$ cat src/rtl/timer_tick_gen.sv
// Programmable tick prescaler: one-cycle tick enable every div_act clocks,
// with start/stop, periodic or one-shot mode and a shadowed divisor reload.
//
// state | meaning
// IDLE  | stopped, counter held at 0
// RUN   | counting 0 .. div_act-1, tick on wrap
// DONE  | one-shot expired, counter held at 0 until start or stop
module timer_tick_gen #(
    parameter int unsigned W           = 26,
    parameter int unsigned DEFAULT_DIV = 50_000_000
) (
    input  logic         clk_i,
    input  logic         rst_n_i,
    input  logic [W-1:0] div_in_i,
    input  logic         load_i,
    input  logic         start_i,
    input  logic         stop_i,
    input  logic         oneshot_i,
    output logic         tick_o,
    output logic         running_o,
    output logic         done_o,
    output logic         load_err_o,
    output logic [W-1:0] cnt_o
);

    typedef enum logic [1:0] {
        IDLE = 2'd0,
        RUN  = 2'd1,
        DONE = 2'd2
    } state_t;

    localparam logic [W-1:0] ONE     = W'(1);
    localparam logic [W-1:0] MIN_DIV = W'(2);
    localparam logic [W-1:0] RST_DIV = W'(DEFAULT_DIV);

    state_t       state_q, state_d;
    logic [W-1:0] cnt_q, cnt_d;
    logic [W-1:0] div_shadow_q, div_shadow_d;
    logic [W-1:0] div_act_q, div_act_d;
    logic         mode_q, mode_d;
    logic         tick_q, tick_d;
    logic         load_err_q, load_err_d;

    always_ff @(posedge clk_i or negedge rst_n_i) begin
        if (!rst_n_i) begin
            state_q      <= IDLE;
            cnt_q        <= '0;
            div_shadow_q <= RST_DIV;
            div_act_q    <= RST_DIV;
            mode_q       <= 1'b0;
            tick_q       <= 1'b0;
            load_err_q   <= 1'b0;
        end else begin
            state_q      <= state_d;
            cnt_q        <= cnt_d;
            div_shadow_q <= div_shadow_d;
            div_act_q    <= div_act_d;
            mode_q       <= mode_d;
            tick_q       <= tick_d;
            load_err_q   <= load_err_d;
        end
    end

    always_comb begin
        state_d      = state_q;
        cnt_d        = cnt_q;
        div_shadow_d = div_shadow_q;
        div_act_d    = div_act_q;
        mode_d       = mode_q;
        tick_d       = 1'b0;
        load_err_d   = 1'b0;

        // Start and wrap read the old shadow, so a coincident load lands one period later.
        if (load_i) begin
            if (div_in_i >= MIN_DIV) begin
                div_shadow_d = div_in_i;
            end else begin
                load_err_d = 1'b1;
            end
        end

        if (stop_i) begin
            state_d = IDLE;
            cnt_d   = '0;
        end else if (start_i) begin
            state_d   = RUN;
            cnt_d     = '0;
            div_act_d = div_shadow_q;
            mode_d    = oneshot_i;
        end else begin
            case (state_q)
                RUN: begin
                    if (cnt_q == div_act_q - ONE) begin
                        cnt_d     = '0;
                        tick_d    = 1'b1;
                        div_act_d = div_shadow_q;
                        state_d   = mode_q ? DONE : RUN;
                    end else begin
                        cnt_d = cnt_q + ONE;
                    end
                end
                default: begin
                    cnt_d = '0;
                end
            endcase
        end
    end

    assign tick_o     = tick_q;
    assign running_o  = (state_q == RUN);
    assign done_o     = (state_q == DONE);
    assign load_err_o = load_err_q;
    assign cnt_o      = cnt_q;

endmodule

$ cat config.mk
export PLATFORM = sky130hd
export DESIGN_NAME = timer_tick_gen
export DESIGN_NICKNAME = d
export VERILOG_FILES = /design/src/rtl/timer_tick_gen.sv
export SDC_FILE = /design/constraint.sdc
export NUM_CORES = 1
export LEC_CHECK = 0
export ABC_AREA = 1
export BUFFER_PORTS_ARGS = -buffer_cell sky130_fd_sc_hd__buf_2
export CORE_AREA = 2 2 119 92
export DETAILED_ROUTE_END_ITERATION = 10
export DIE_AREA = 0 0 121 94
export PLACE_DENSITY = 0.82
export REMOVE_ABC_BUFFERS = 1
export SLEW_MARGIN = 0
export SYNTH_ARGS = -nofsm -noshare
export SYNTH_HDL_FRONTEND = slang
export SYNTH_SLANG_ARGS = --single-unit
$ cat constraint.sdc
create_clock -name clk_i -period 2.1 [get_ports clk_i]
set_input_delay 0.525 -clock clk_i [delete_from_list [all_inputs] [get_ports clk_i]]
set_output_delay 0.525 -clock clk_i [all_outputs]
set_load 0.02 [all_outputs]
Yosys cells after proc, flatten, opt, wreduce, memory -nomap -nowiden
Index checks and enable logic that the tools add are counted.
{"block": "totals", "word_cells": 40, "output_inout_bits": 30, "ff_bits": 83}
{"block": "classes", "reduce_logical": 8, "order_cmp": 1, "n_bitwise": 1, "n_eq_ne": 3, "add_sub_neg": 2, "n_mux": 18}
{"cell": "$mux 26", "count": 7}
{"cell": "$add 26x1->26 const B", "count": 1}
{"cell": "$eq 26x26->1", "count": 1}
{"cell": "$ge 26x2->1 const B", "count": 1}
{"cell": "$sub 26x1->26 const B", "count": 1}
{"cell": "$mux 2", "count": 5}
{"cell": "$mux 1", "count": 6}
{"cell": "$reduce_and 2->1", "count": 3}
{"cell": "$reduce_bool 3->1", "count": 2}
{"cell": "$reduce_bool 2->1", "count": 2}
{"cell": "$reduce_and 3->1", "count": 1}
{"cell": "$eq 2x1->1 const B", "count": 1}
{"cell": "$eq 2x2->1 const B", "count": 1}
{"cell": "$not 1->1", "count": 1}

Logic depth before layout (Yosys ltp)
Gate-level depths: netlist (run 1).
{"block": "depth", "word_depth": 6, "ltp_mapped": 18, "mapped_depth_nobuf": 17}

Least setup slack after synthesis (run 1)
OpenSTA, ideal clock, no wires.
{"block": "synth_timing", "path_type": "flip-flop to flip-flop", "startpoint": "register div_act_q[0]", "endpoint": "register div_act_q[10]", "period_less_slack_ns": 2.185, "stages_incl_launch_ff": 18, "slack_ns": -0.085, "arrival_ns": 2.068, "setup_ns": 0.117, "t_required_ns": 1.983, "path_cell_list": "dfrtp_1 -> inv_1 -> ha_1 -> nand2_4 -> nor2_4 -> buf_6 -> nand3b_1 -> nand2_1 -> nand2_1 -> inv_2 -> nand2_1 -> nor2_1 -> nand2_1 -> nor2_4 -> nand4_4 -> buf_6 -> nand3_2 -> nand2_1"}
{"block": "synth_via", "elab_chain_len": 4}
{"item": "start, declared", "line": "39", "source": "logic [W-1:0] div_act_q, div_act_d;"}
{"item": "start signal, assigned", "line": "57", "source": "div_act_q <= div_act_d;"}
{"item": "$sub 26x1->26", "line": "93", "source": "if (cnt_q == div_act_q - ONE) begin"}
{"item": "$eq 26x26->1", "line": "93"}
{"item": "$reduce_bool 2->1 (no source line)"}
{"item": "$reduce_and 3->1 (no source line)"}
Every way passes these cells.
A chain may end at the register's enable or synchronous reset.

Worst setup path after layout (run 1)
{"block": "layout_timing", "startpoint": "register div_act_q[5]", "endpoint": "register div_act_q[11]"}
The elaborated chain is that of the path after synthesis.

==> qor.csv, run 1 <==
metric,value,unit
RSZ-0062 raised after global routing,true,
TritonRoute pass-1 iters,5,
worst hold margin,0.144,ns
"Async S/R FF share, synth",100,%
largest net degree at the start of global routing,41,
Via density,5.39,
reg-to-reg startpoint,div_act_q[5],
Tcrit/Tclk final,116,%
row cnt,32,
chip height,94,um
CP Class,reg2reg,
most common cell in the synthesized netlist,nand2_1,
crit path cell chain,nor2_2 -> nand2_2 -> nor2_8 -> nand2_2 -> nor2_1 -> nand2_1 -> nand2_1 -> nand2_1 -> nor2_2 -> nand2_1 -> nor2_4 -> nand4_4 -> clkbuf_16 -> nand3_2 -> nand2_1,
Worst Hold Class,in2async,
Nets,890,
Setup Skew,0.00818,ns
commonest cells in the netlist,"195 x nand2_1, 94 x nor2_1, 83 x inv_1, 63 x nand3_1, 59 x dfrtp_1",
Synth area leaders,"dfrtp_1 28%, nand2_1 14%, dfstp_2 12%",
VDD IR-drop max,657,uV
Boundary Pins,62,
crit path from,div_act_q[5],
CTS tree,yes,
Iter 0 DRT Violations,600,
clock latency on the worst-skew pair,0.35,ns
CP Launch Type,flop,
final setup margin,-0.330,ns
ant diodes,0,
Hold Buf Count CTS,0,
CP max stage delay,0.45,ns
Hold Fails Final Rpt,0,
core area,0.0101,mm^2
max cap viols,0,
cell count after synthesis,711,
total track usage,27.0,%
DRC viols,0,
"Area growth, synth to finish",33.8,%
via count,5371,
dpl hpwl,10600,um
Max Freq,412,MHz
outcome,finished with violations,
number of port buffers,61,
number of distinct library cells after synthesis,37,
violated checks,negative setup slack,
Setup crit end kind,flop,
PwrDens,673,mW/mm^2
Synth Flop Type,dfrtp_1,
layout cells sized above 1,37.2,%
number of global-route vias before repair,4844,
Required @ worst endpoint,2.35,ns
die area,0.0114,mm^2
CTS root buf,clkbuf_16,
initial antenna violation count,0,
die width,121,um
Post-synth EDFFs,0,
Final min period,2.43,ns
global-route wire length before repair,23900,um
WL/cell,15.9,um
overflow left after global routing,0,
setup violators final,55,
crit path max fanout,13,
placer congestion estimate,0.965,
Yosys top cell area share,27.9,%
Max Slew Vio Count,0,
H-tree Lvls,3,
CTS max path bufs,2,
YS warnings,0,
most frequent CP cell,nand2_1,
crit path max-delay cell type,dfrtp_2,
"FF+latch count, synth",83,
synthesized cell area,0.00530,mm^2
Final Power,4780,uW
CTS Sinks,83,
leakage power,0.00356,uW
Initial Utilization,52.3,%
leading area contributor after synthesis,dfrtp_1,
Antenna Violating Nets Remaining,0,
clock slew at reported path FFs,0.07,ns
CTS buffer count,9,
worst path arrival time,2.68,ns
routed wire length,15800,um
worst relative slew slack,55.6,%
worst slew pin tran,0.666,ns
Post-Syn Area per Cell,7.45,um^2
post-synthesis sequential area ratio,39.8,%
==> critical path, delay by kind of cell (launching register included) <==
kind / cells / cell delay, ns
AND/OR/NAND/NOR: 14 / 1.62
flip-flops: 1 / 0.45
buffers and inverters: 1 / 0.25
==> metrics by stage <==
stage	cell area, um^2	util (%)	cells	TNS [ns]	setup slack [ns]
after floorplan	5180	-	693	-9.70	-0.334
after global placement	6270	61.9	965	-7.01	-0.178
after detailed placement	6270	61.9	965	-10.06	-0.267
after CTS	6800	67.1	989	-6.79	-0.175
after global routing	7090	70.0	997	-20.48	-0.437
final	7090	70.0	997	-14.89	-0.330
==> logic make-up (layout without fill, tap and decap cells) <==
logic type	after synthesis	count (layout)	synth area share [%]
xor+xnor	33	33	5.45
simple gates	442	445	40.2
flops	83	83	39.8
fa+ha+maj	2	2	0.472
compound gates	34	34	3.40
buf+inv	107	254	8.59
mux	10	10	2.12
==> registers in the layout, summed over array words and instances (netlist names) <==
register	count
cnt_o	26
state_q	2
div_shadow_q	26
mode_q	1
load_err_o	1
tick_o	1
div_act_q	26
==> layout by cell type, fill, tap and decap left out, types with 12 or more instances in the layout <==
cell type	synthesis	final
buf_2	7	60
nor2_2	14	21
xor2_1	17	17
nand3_1	63	51
inv_1	83	79
clkbuf_16	0	12
xnor2_1	16	16
o21ai_0	24	22
nand2_1	195	180
nand4_1	21	21
nor2_1	94	75
nor2_4	4	16
dfstp_2	24	24
nand2_2	3	15
buf_4	0	75
nand3_2	21	33
dfrtp_1	59	55
==> timing repair <==
action                                  in CTS  in global routing
pin swaps                                   19                 21
buffers inserted                             6                  6
endpoints found under the setup margin      55                 55
resized for setup                           41                 52
gates cloned                                 2                  4
==> per-layer routing <==
| layer | GRT usage (%) | vias to the layer above | wire [um] |
|---|---|---|---|
| met4 | 7.56 | 0 | 504 |
| met1 | 36.3 | 2508 | 6600 |
| met2 | 44.4 | 256 | 7340 |
| li1 | - | 2557 | - |
| met5 | 0 | - | 0 |
| met3 | 5.22 | 50 | 1380 |
==> worst paths after layout <==
kind                                  to  slack, ns  depth (start not counted)
setup / recovery           div_act_q[11]      -0.33                         15
hold / removal              div_act_q[8]       0.14                          1
setup reg to reg           div_act_q[11]      -0.33                         15
hold reg to reg            div_act_q[25]       0.48                          2
max in group asynchronous      cnt_o[19]       1.33                          2
min in group clk_i            load_err_o       0.39                          3
==> power breakdown <==
group / internal, uW / switching (uW) / leakage [uW]
sequential: 1770 / 163 / 0.00102
combinational: 524 / 795 / 0.00241
clock: 838 / 685 / 0.000136
total: 3130 / 1640 / 0.00356
==> area by class of cell <==
type	count	area, um^2
clock buffers	11	243
clock inverters	5	38.8
fillers	747	3040
inverters	89	338
multi-input cells	524	3080
flip-flops and latches	83	2110
well taps	136	170
repair buffers	149	1110
Power figures use the tool's default switching activity.
==> run 2: changes to the inputs <==
CAP_MARGIN = 20   (was unset)
clock period = 2.01 ns   (was 2.1 ns; I/O delays follow)
==> run 2 against run 1 <==
Net effect:
- the flow still finishes with violations (negative setup slack)
- clock skew fell by 0.0035 ns
- register-to-register slack got worse by 0.09 ns
- total power rose by 11%
- global-route usage rose by 2.5 points
- worst setup slack got worse by 0.090 ns
- combinational power rose by 17%
- core utilization rose by 2.9 points
- hold slack got worse by 0.070 ns
- maximum frequency barely moved
- die area did not move
- cell count rose by 1.6%
- wire length rose by 8.8%
- largest power group unchanged
==> qor.csv, run 2 (synthesized netlist as in run 1, its figures left out) <==
metric,value,unit,change
reg2reg end,cnt_o[18],,was div_act_q[11]
most frequent CP cell,nand2_1,,unchanged
core area,0.0101,mm^2,unchanged
reg-to-reg startpoint,div_act_q[5],,unchanged
crit path from,div_act_q[5],,unchanged
CP Launch Type,flop,,unchanged
RSZ-0062 raised after global routing,true,,unchanged
CP Class,reg2reg,,unchanged
worst relative slew slack,51.7,%,was 55.6%
crit path max-delay cell type,dfrtp_2,,unchanged
number of global-route vias before repair,5339,,"was 4,844"
Iter 0 DRT Violations,462,,was 600
clock latency on the worst-skew pair,0.35,ns,about the same
CP max stage delay,0.49,ns,was 0.45 ns
Tcrit/Tclk final,121,%,was 116%
"setup slack, reg-to-reg",-0.42,ns,was -0.33 ns
max cap viols,0,,unchanged
total track usage,29.4,%,was 27.0%
outcome,finished with violations,,unchanged
final setup margin,-0.419,ns,was -0.330 ns
P_int,3460,uW,was 3130 uW
Setup Skew,0.00464,ns,was 0.00818 ns
die area,0.0114,mm^2,unchanged
TritonRoute pass-1 iters,6,,was 5
die width,121,um,unchanged
setup TNS,-16.98,ns,was -14.89 ns
NetSw,1850,uW,was 1640 uW
Boundary Pins,62,,unchanged
largest net degree at the start of global routing,39,,was 41
sw frac,34.9,%,was 34.4%
placer congestion estimate,0.964,,was 0.965
number of port buffers,61,,unchanged
crit path cell chain,buf_4 -> inv_2 -> nand2_2 -> nor2_4 -> nand3_2 -> nand2_2 -> nand2_1 -> nor2_1 -> nand2_1 -> nor2_4 -> buf_6 -> nand3_4 -> nand2_4 -> clkinvlp_4 -> nand2_1 -> nor2_1,,was nor2_2 -> nand2_2 -> nor2_8 -> nand2_2 -> nor2_1 -> nand2_1 -> nand2_1 -> nand2_1 -> nor2_2 -> nand2_1 -> nor2_4 -> nand4_4 -> clkbuf_16 -> nand3_2 -> nand2_1
Via density,5.51,,was 5.39
CTS Sinks,83,,unchanged
CTS buffer count,9,,unchanged
DRC viols,0,,unchanged
global-route wire length before repair,26100,um,"was 23,900 um"
"most common cell after layout, fill and taps aside",nand2_1,,unchanged
dpl hpwl,10700,um,"was 10,600 um"
worst slew pin tran,0.723,ns,was 0.666 ns
chip height,94,um,unchanged
R2R cell count,16,,was 15
"Area growth, synth to finish",39.3,%,was 33.8%
Setup crit end kind,flop,,unchanged
Max Freq,412,MHz,about the same
routed wire length,17200,um,"was 15,800 um"
layout cells sized above 1,41.5,%,was 37.2%
"commonest non-fill, non-tap cells in the layout","176 x nand2_1, 93 x buf_4, 81 x nor2_1",,"was 180 x nand2_1, 79 x inv_1, 75 x nor2_1, 75 x buf_4, 60 x buf_2"
worst path arrival time,2.67,ns,was 2.68 ns
leakage power,0.00363,uW,was 0.00356 uW
PwrDens,719,mW/mm^2,was 673 mW/mm^2
Required @ worst endpoint,2.26,ns,was 2.35 ns
Worst Hold Class,in2async,,unchanged
via count,5578,,"was 5,371"
capture point of the worst path,cnt_o[18],,was div_act_q[11]
violated checks,negative setup slack,,unchanged
Clk pwr share,32.6,%,was 31.9%
Fillers,701,,was 747
Max Slew Vio Count,0,,unchanged
CTS max path bufs,2,,unchanged
CTS root buf,clkbuf_16,,unchanged
H-tree Lvls,3,,unchanged
Reg power frac,38.4,%,was 40.5%
initial antenna violation count,0,,unchanged
Antenna Violating Nets Remaining,0,,unchanged
overflow left after global routing,0,,unchanged
setup violators final,55,,unchanged
row cnt,32,,unchanged
Initial Utilization,52.3,%,unchanged
CTS tree,yes,,unchanged
Hold Fails Final Rpt,0,,unchanged
clock slew at reported path FFs,0.07,ns,about the same
Comb pwr share,29.0,%,was 27.6%
Hold Buf Count CTS,0,,unchanged
Final min period,2.43,ns,about the same
crit path max fanout,6,,was 13
WL/cell,17.0,um,was 15.9 um
Setup WS pre-CTS,-0.410,ns,was -0.267 ns
VDD IR-drop max,556,uV,was 657 uV
ant diodes,0,,unchanged
Nets,906,,was 890
run 2: cell types whose count changed in the layout (fill, tap and decap cells not counted), sizes merged:
cell      change
buf          +18
bufinv        +1
clkbuf        -4
clkinv        -3
clkinvlp      +1
inv           +2
nor2          +1
run 2: stage by stage:
stage               cells  hold WS (ns)  instance area, um^2  utilization (%)  total power (uW)
detailed placement    979         0.447                 6370             62.9              3230
global placement      979         0.446                 6370             62.9              3180
finish               1013        0.0739                 7380             72.9              5310
global route         1013        0.0946                 7380             72.9              5530
CTS                  1006        0.0811                 7030             69.4              5090
floorplan             693         0.207                 5180                -              2720
run 2: power groups by stage:
stage	sequential, uW	clock (uW)	combinational [uW]
after floorplan	1980	0	733
after global routing	2050	1810	1670
after global placement	2010	0	1180
final	2040	1730	1540
after detailed placement	2020	0	1210
after CTS	2010	1710	1370
run 2: layer usage:
| metal | vias to the layer above | global-route usage (%) | part of all wire (%) |
|---|---|---|---|
| met2 | 271 | 47.3 | 48 |
| met5 | - | 0 | 0 |
| met3 | 70 | 5.95 | 7.9 |
| met1 | 2641 | 39.1 | 40 |
| li1 | 2596 | - | - |
| met4 | 0 | 11.9 | 3.9 |
run 2: cell type report:
cell class / count / area, um^2 / share of cell area [%]
Tap cell: 136 / 170 / 2.31
Inverter: 89 / 338 / 4.58
Clock inverter: 6 / 73.8 / 1.00
Multi-Input combinational cell: 525 / 3290 / 44.6
Clock buffer: 10 / 229 / 3.10
Timing Repair Buffer: 164 / 1170 / 15.8
Sequential cell: 83 / 2110 / 28.6
run 2: critical path: cells and delay by family (launching register included):
family,cells,cell delay (ns)
flops,1,0.49
buf+inv,4,0.54
simple gates,12,1.29
run 2: worst min-delay path by stage:
stage	from	end	slack [ns]	depth (start not counted)
6_report	rst_n_i	load_err_o	0.07	1
5_1_grt	rst_n_i	div_shadow_q[2]	0.09	1
4_1_cts	rst_n_i	load_err_o	0.08	1
3_5_place_dp	rst_n_i	load_err_o	0.45	1
3_3_place_gp	rst_n_i	load_err_o	0.45	1
2_1_floorplan	rst_n_i	cnt_o[0]	0.21	0
run 2: timing repair:
item	in CTS	in global routing
setup endpoints to repair	55	56
pin swaps	34	51
cloned	4	0
gates resized for setup	68	63
buffers inserted	7	7
